--- src/rtl/mem_pkg.sv ---
// Shared types and constants for the memory-stage load/store controller.
package mem_pkg;

    typedef enum logic [1:0] {
        IDLE,
        BEAT_LO,
        BEAT_HI,
        RESP
    } mem_state_t;

    localparam int BUS_W_DEFAULT  = 32;
    localparam int ALIGN_BITS     = 3;
    localparam int HI_WORD_OFFSET = 4;

endpackage

--- src/rtl/beat_timer.sv ---
// Per-beat ack wait counter; clears on beat entry and counts cycles without ack.
module beat_timer #(
    parameter int TIMEOUT = 16
) (
    input  logic clk,
    input  logic reset,
    input  logic clear,
    input  logic en,
    output logic expired
);

    localparam int CW = $clog2(TIMEOUT + 1);

    logic [CW-1:0] count;

    always_ff @(posedge clk or negedge reset) begin
        if (!reset) begin
            count <= '0;
        end else if (clear) begin
            count <= '0;
        end else if (en) begin
            count <= count + CW'(1);
        end
    end

    // High in the no-ack cycle whose increment brings the count to TIMEOUT.
    assign expired = en && (count == CW'(TIMEOUT - 1));

endmodule

--- src/rtl/mem_access_unit.sv ---
// Memory-stage load/store controller: one 64-bit access as two 32-bit bus beats.
//   state   | meaning
//   IDLE    | ready for a request
//   BEAT_LO | low word beat at addr
//   BEAT_HI | high word beat at addr+4
//   RESP    | one-cycle response pulse
module mem_access_unit
    import mem_pkg::*;
#(
    parameter int N       = 64,
    parameter int BUS_W   = BUS_W_DEFAULT,
    parameter int TIMEOUT = 16
) (
    input  logic             clk,
    input  logic             reset,
    input  logic             req_valid,
    output logic             req_ready,
    input  logic             memRead_M,
    input  logic             memWrite_M,
    input  logic [N-1:0]     addr_M,
    input  logic [N-1:0]     writeData_M,
    output logic             resp_valid,
    output logic             resp_err,
    output logic [N-1:0]     readData_M,
    output logic             bus_req,
    output logic             bus_we,
    output logic [N-1:0]     bus_addr,
    output logic [BUS_W-1:0] bus_wdata,
    input  logic             bus_ack,
    input  logic [BUS_W-1:0] bus_rdata
);

    mem_state_t       state;
    logic             is_load;
    logic [BUS_W-1:0] wdata_hi;
    logic [BUS_W-1:0] rdata_lo;
    logic             in_beat;
    logic             timer_clear;
    logic             timer_en;
    logic             timer_expired;

    assign req_ready   = (state == IDLE);
    assign in_beat     = (state == BEAT_LO) || (state == BEAT_HI);
    assign timer_clear = (state == IDLE) || ((state == BEAT_LO) && bus_ack);
    assign timer_en    = in_beat && !bus_ack;

    beat_timer #(.TIMEOUT(TIMEOUT)) u_beat_timer (
        .clk     (clk),
        .reset   (reset),
        .clear   (timer_clear),
        .en      (timer_en),
        .expired (timer_expired)
    );

    always_ff @(posedge clk or negedge reset) begin
        if (!reset) begin
            state      <= IDLE;
            is_load    <= 1'b0;
            wdata_hi   <= '0;
            rdata_lo   <= '0;
            resp_valid <= 1'b0;
            resp_err   <= 1'b0;
            readData_M <= '0;
            bus_req    <= 1'b0;
            bus_we     <= 1'b0;
            bus_addr   <= '0;
            bus_wdata  <= '0;
        end else begin
            resp_valid <= 1'b0;
            resp_err   <= 1'b0;
            case (state)
                IDLE: begin
                    if (req_valid) begin
                        is_load <= memRead_M && !memWrite_M;
                        if ((addr_M[ALIGN_BITS-1:0] != '0) || (memRead_M == memWrite_M)) begin
                            state      <= RESP;
                            resp_valid <= 1'b1;
                            resp_err   <= 1'b1;
                            if (memRead_M && !memWrite_M) readData_M <= '0;
                        end else begin
                            state     <= BEAT_LO;
                            bus_req   <= 1'b1;
                            bus_we    <= memWrite_M;
                            bus_addr  <= addr_M;
                            bus_wdata <= writeData_M[BUS_W-1:0];
                            wdata_hi  <= writeData_M[N-1:BUS_W];
                        end
                    end
                end
                BEAT_LO: begin
                    if (bus_ack) begin
                        state     <= BEAT_HI;
                        rdata_lo  <= bus_rdata;
                        bus_addr  <= bus_addr + N'(HI_WORD_OFFSET);
                        bus_wdata <= wdata_hi;
                    end else if (timer_expired) begin
                        state      <= RESP;
                        bus_req    <= 1'b0;
                        resp_valid <= 1'b1;
                        resp_err   <= 1'b1;
                        if (is_load) readData_M <= '0;
                    end
                end
                BEAT_HI: begin
                    if (bus_ack) begin
                        state      <= RESP;
                        bus_req    <= 1'b0;
                        resp_valid <= 1'b1;
                        if (is_load) readData_M <= {bus_rdata, rdata_lo};
                    end else if (timer_expired) begin
                        state      <= RESP;
                        bus_req    <= 1'b0;
                        resp_valid <= 1'b1;
                        resp_err   <= 1'b1;
                        if (is_load) readData_M <= '0;
                    end
                end
                RESP: begin
                    state <= IDLE;
                end
                default: begin
                    state   <= IDLE;
                    bus_req <= 1'b0;
                end
            endcase
        end
    end

endmodule

--- config.mk ---
export PLATFORM = sky130hd
export DESIGN_NAME = mem_access_unit
export DESIGN_NICKNAME = d
export VERILOG_FILES = /design/src/rtl/mem_pkg.sv /design/src/rtl/beat_timer.sv /design/src/rtl/mem_access_unit.sv
export SDC_FILE = /design/constraint.sdc
export NUM_CORES = 1
export LEC_CHECK = 0
export BUFFER_PORTS_ARGS = -buffer_cell sky130_fd_sc_hd__buf_2
export CORE_MARGIN = 1.5
export CORE_UTILIZATION = 43
export CTS_BUF_LIST = sky130_fd_sc_hd__clkbuf_2 sky130_fd_sc_hd__clkbuf_4 sky130_fd_sc_hd__clkbuf_8
export DETAILED_ROUTE_END_ITERATION = 6
export PLACE_DENSITY = 0.75
export SETUP_SLACK_MARGIN = 0.02
export SLEW_MARGIN = 20
export SYNTH_ARGS = -nofsm -noshare
export SYNTH_HDL_FRONTEND = slang
export SYNTH_SLANG_ARGS = --single-unit
--- constraint.sdc ---
create_clock -name clk -period 3.6 [get_ports clk]
set_input_delay 0.36 -clock clk [delete_from_list [all_inputs] [get_ports clk]]
set_output_delay 0.36 -clock clk [all_outputs]
set_load 0.02 [all_outputs]
; ---- Word-level counts from Yosys, hierarchy flattened
; Index checks and enable logic that the tools add are counted.
[totals]
out_inout_bits = 165
register_bits = 236
elab_cells = 86
input_bits = 166
[classes]
mux = 38
eq_ne = 12
addsub = 2
reduce_logical = 21
n_bitwise = 1
[ops]
columns = cell, count
row1 = 2-to-1 mux 64 bit, 11
row2 = one-hot mux 64 bit (3 select lines), 1
row3 = one-hot mux 64 bit (2 select lines), 1
row4 = 2-to-1 mux 32 bit, 3
row5 = "adder 64 x 3 -> 64 bit, second input constant", 1
row6 = one-hot mux 32 bit (2 select lines), 1
row7 = 2-to-1 mux 1 bit, 10
row8 = 2-to-1 mux 2 bit, 5
row9 = 2-to-1 mux 5 bit, 2
row10 = "!= test 2 bit, second input constant", 4
row11 = one-hot mux 2 bit (4 select lines), 1
row12 = AND reduction 4 bit, 2
row13 = one-hot mux 1 bit (3 select lines), 2
row14 = AND reduction 6 bit, 1
row15 = nonzero test 3 bit, 2
row16 = "adder 5 x 1 -> 5 bit, second input constant", 1
row17 = "equality test 5 x 4 -> 1 bit, second input constant", 1
row18 = "equality test 2 bit, second input constant", 2
row19 = logical AND 1 bit, 4
row20 = "!= test 2 x 1 -> 1 bit, second input constant", 2
row21 = AND reduction 2 bit, 2
row22 = nonzero test 2 bit, 2
row23 = logical OR 1 bit, 3
row24 = "!= test 3 bit, second input constant", 1
row25 = 8 further kinds, 9

; ---- Logic depth before layout (Yosys ltp)
[logic_depth]
depth_word = 7
depth_mapped = 10
depth_no_buf = 7

; ---- Cells and area by module
; Synthesis repeated with hierarchy kept, for this count alone.
[hier_totals]
cells_unflattened = 1041
hier_area_um2 = 11370.9
[by_module_without_submodules]
columns = module, cells_each, seq_area_each_um2, area_each_um2, instances
row1 = mem_access_unit, 1017, 5780.5, 11085.6, 1
row2 = beat_timer, 24, 125.1, 285.3, 1

; ---- Worst setup path before layout
; Ideal clock, no wire load.
[synth_path]
path_kind = input port to flip-flop
from = input memWrite_M
to = register bus_addr[51]
n_path_buf = 1
arrival_ns = 2.284
setup_time_ns = 0.120
t_required_ns = 3.480
stages = 8
setup_slack_ns = 1.197
cell_sequence = inv_1 -> ha_1 -> or4_1 -> buf_2 -> o31ai_4 -> nand2_1 -> or4_1 -> and3_1
[synth_via]
elab_chain_len = 4
[synth_rtl]
columns = item, line
row1 = from (decl), mem_access_unit.sv:19  ; input logic memWrite_M,
row2 = equality test 1 bit, mem_access_unit.sv:75  ; if ((addr_M[ALIGN_BITS-1:0] != '0) || (memRead_M == memWrite_M)) begin
row3 = logical OR 1 bit, mem_access_unit.sv:75
row4 = != test 2 bit (no source line), n/a
row5 = AND reduction 4 bit (no source line), n/a
row6 = to (signal assigned), mem_access_unit.sv:84  ; bus_addr <= addr_M;
row7 = to (signal assigned), mem_access_unit.sv:94  ; bus_addr <= bus_addr + N'(HI_WORD_OFFSET);
row8 = to (decl), mem_access_unit.sv:27  ; output logic [N-1:0] bus_addr,
; No other way between the ends.
; A chain may end at the register's enable or synchronous reset.

; ---- Final worst setup path
[layout_path]
from = register state[1]
to = register bus_addr[28]
[layout_via]
elab_chain_len = 3
elab_cells_between_ends = 8
cone_classes = eq/ne: 4 / mux: 1 / reduce/logical: 3
[layout_rtl]
columns = item, line
row1 = from (decl), mem_access_unit.sv:33  ; mem_state_t state;
row2 = from (signal assigned), mem_access_unit.sv:57  ; state <= IDLE;
row3 = from (signal assigned), mem_access_unit.sv:76  ; state <= RESP;
row4 = from (signal assigned), mem_access_unit.sv:81  ; state <= BEAT_LO;
row5 = equality test 2 x 1 -> 1 bit or logical NOT 2 bit (tied branches), mem_access_unit.sv:71  ; case (state)
row6 = != test 2 bit (no source line) or nonzero test 2 bit (tied branches), n/a
row7 = AND reduction 4 bit (no source line), n/a
; Parallel ways exist; a longest one is shown, timed or not.

==> qor.txt <==
outcome: completed
Final Hold Fails: 0
area of the mapped netlist: 0.0112 mm2
Via Count: 9,924
clk sinks: 236
Core Util, Final: 56.0%
CTS root buf: clkbuf_8
worst reg-to-reg setup slack: 0.76 ns
Psw: 0.00531 W
worst hold path depth: 3
crit share post-route: 78.8%
CTS tree: yes
PortBufs: 330
syn nets: 1,221
Worst-path clk slew: 0.06 ns
final worst slack: 0.765 ns
kind of critical path: reg2reg
Top Family by Delay on Critical Path: compound AO/OA/AOI/OAI gates
Worst Hold End: bus_addr[15]
crit path DAT: 3.25 ns
post-placement setup slack: 0.751 ns
layout cell share with drive strength beyond 1: 36.5%
Slew HR: 43.0%
most frequent cells after synthesis: 236 x dfrtp_1, 83 x nand2_1, 73 x o21ai_0
max incr delay on CP: 0.55 ns
gr busiest metal: met2
synth top area cells: dfrtp_1 53%, mux2_2 6.7%, mux2i_1 5.5%
Total GRT Usage: 23.4%
worst skew pair latency: 0.55 ns
Max Cap Violations: 0
vias in the first global route: 9,621
post-synth top area share: 52.7%
wire length of the first global-routing pass: 50,600 um
Post-synth EDFFs: 0
Final ANT Viol Nets: 0
Yosys top cell by area: dfrtp_1
Post-synth ARST share: 100%
Clock Power Share: 21.4%
Pins Over Slew Limit: 0
Synth Area per Inst: 10.7 um2
Highest Clock Rate: 353 MHz
placer congestion estimate: 0.892
# fillers: 2,201
largest net degree at the start of global routing: 94
reg2reg path depth: 8
Sequential Power Share: 38.3%
Post-Route WL: 32,100 um
Final min period: 2.84 ns
ANT cells: 0
Synth Warn #: 0
Worst Setup Start Kind: flop
FF-to-FF Start: state[1]
Top FF cell, synth: dfrtp_1
P_int: 0.00742 W
total negative slack: 0 ns
Comb pwr share: 40.3%
Remaining DRCs: 0
# setup viols final: 0
post-synthesis sequential area ratio: 52.7%
Die ar.: 0.0271 mm2
Die Wd: 164 um
I/O Pins: 331
Pre-antenna DRT Iters: 6
Starting Density: 44.1%
unrepaired setup endpoints after global routing: no
starting DRC count in detailed routing: 878
top-count cell post-synth: dfrtp_1
worst path required time: 4.01 ns
worst flop-to-flop path endpoint: bus_addr[28]
post-synth cell types: 53
Worst Path Max Fanout: 34
sw frac: 41.7%
Synth Register Bits: 236
vias per std cell: 5.72
grt met1 use: 31.4%
met2 usage: 36.5%
Max VDD drop: 0.493 mV
Hold Startpoint: addr_M[15]
WP buf/inv: 2
fin nets: 1,550
Fin Hold WS: 0.0434 ns
skew final: 0.0329 ns
grt total ovfl: 0
slowest CP cell: o31a_2
Hold Path Class: in2reg
area grow syn2layout: 26.9%
Core Footprint: 0.0254 mm2
PostCTS Resize Cnt: 0
Inserted Clock Buffers: 42
GR met3 Demand/Resource: 5.58%
worst path cell trace: inv_1 -> ha_4 -> nor2b_1 -> o31a_2 -> buf_4 -> nor2_1 -> mux2i_1 -> o21ai_0
PwrDens: 894 mW/mm2
Slew @ Worst Pin: 0.847 ns
die height: 164 um
drt wl/cell: 18.5 um
initial antenna violation count: 0
leakage: 6.96 nW
H-tree depth: 2
CTS max path bufs: 3
Cells after Synth: 1,045
crit end category: flop
Rows: 58
DP Wirelength: 22,300 um
-- sequential cells by signal, summed over array words and instances (netlist names) --
name and cells:
bus_addr 64, readData_M 64, bus_wdata 32, rdata_lo 32, wdata_hi 32, u_beat_timer.count 5
state 2, bus_req 1, bus_we 1, is_load 1, resp_err 1, resp_valid 1
-- worst register-to-register path: cells and delay by family (launching register included) --
kind                     cells  cell delay, ns
flip-flops                   1            0.43
AND/OR/NAND/NOR              2            0.54
AO/OA/AOI/OAI                2            0.65
buffers and inverters        2            0.47
multiplexers                 1            0.13
adder cells (fa/ha/maj)      1            0.50
-- power by group through the flow --
| stage | sequential (W) | clock, W | combinational (W) |
|---|---|---|---|
| after floorplan | 0.00553 | 0 | 0.00260 |
| after global placement | 0.00483 | 0 | 0.00501 |
| after detailed placement | 0.00487 | 0 | 0.00514 |
| after CTS | 0.00485 | 0.00280 | 0.00514 |
| after global routing | 0.00503 | 0.00292 | 0.00557 |
| final | 0.00487 | 0.00273 | 0.00512 |
-- stage by stage --
| stage | cell area [um2] | power (W) | cells |
|---|---|---|---|
| after floorplan | 11200 | 0.00813 | 1045 |
| after global placement | 13300 | 0.00984 | 1659 |
| after detailed placement | 13300 | 0.0100 | 1659 |
| after CTS | 14200 | 0.0128 | 1735 |
| after global routing | 14200 | 0.0135 | 1735 |
| final | 14200 | 0.0127 | 1735 |
-- worst max path at each step --
| stage | start | to | slack (ns) | cells after the start |
|---|---|---|---|---|
| after floorplan | memWrite_M | bus_addr[51] | 1.20 | 8 |
| after global placement | memWrite_M | bus_addr[47] | 0.81 | 9 |
| after detailed placement | state[1] | bus_addr[28] | 0.75 | 8 |
| after CTS | state[1] | bus_addr[28] | 0.76 | 8 |
| after global routing | state[1] | bus_addr[20] | 0.57 | 8 |
| final | state[1] | bus_addr[28] | 0.76 | 8 |
-- layout by cell type (no fill, tap or decap), types with 3 or more instances in the layout --
cell type	Yosys	layout
buf_2	13	329
dfrtp_1	236	236
nand2_1	83	83
o21ai_0	73	73
mux2_2	67	67
a22o_1	65	65
mux2i_1	62	62
clkbuf_8	0	57
nor2_1	49	47
nand3_1	47	47
nand4_1	32	32
a21oi_1	30	30
a22oi_1	30	30
nor3_1	30	29
o22ai_1	26	26
inv_1	24	24
buf_4	0	18
nor4_1	15	14
and3_1	13	13
clkbuf_4	0	11
ha_1	10	9
nor4_2	5	6
or4_1	5	5
a221o_1	5	5
and4_1	5	5
or3_1	5	5
a41oi_1	5	5
buf_12	0	5
and2_1	4	4
nor2b_1	4	4
nor3b_1	4	4
o211a_1	4	4
a31oi_1	3	3
o311a_1	3	3
a211oi_1	3	3
clkinv_2	0	3
-- cell families after synthesis --
kind of cell / count (synthesis) / share of synthesized area [%]
fa+ha+maj: 10 / 1.12
mux: 129 / 12.3
xor+xnor: 2 / 0.156
flops: 236 / 52.7
buf+inv: 94 / 3.29
compound gates: 264 / 16.4
simple gates: 310 / 14.1
-- what timing repair did --
| action | 4_1_cts | 5_1_grt |
|---|---|---|
| endpoints found under the hold margin | 90 | 0 |
| buffers inserted | 0 | 0 |
| hold buffers | 1 | 0 |
-- per-layer routing --
| metal | part of all wire (%) | up-vias |
|---|---|---|
| li1 | - | 4589 |
| met1 | 42 | 4800 |
| met2 | 47 | 455 |
| met3 | 8.4 | 80 |
| met4 | 3.3 | 0 |
| met5 | 0 | - |
-- final cells by class --
type                            count  area, um2  area share [%]
Clock buffer                       68        867            6.09
Clock inverter                      7       68.8           0.483
Inverter                           25       93.8           0.659
Multi-Input combinational cell    715       4980            35.0
Sequential cell                   236       5910            41.5
Tap cell                          330        413            2.90
Timing Repair Buffer              354       1910            13.4
(Power assumes the default switching activity.)
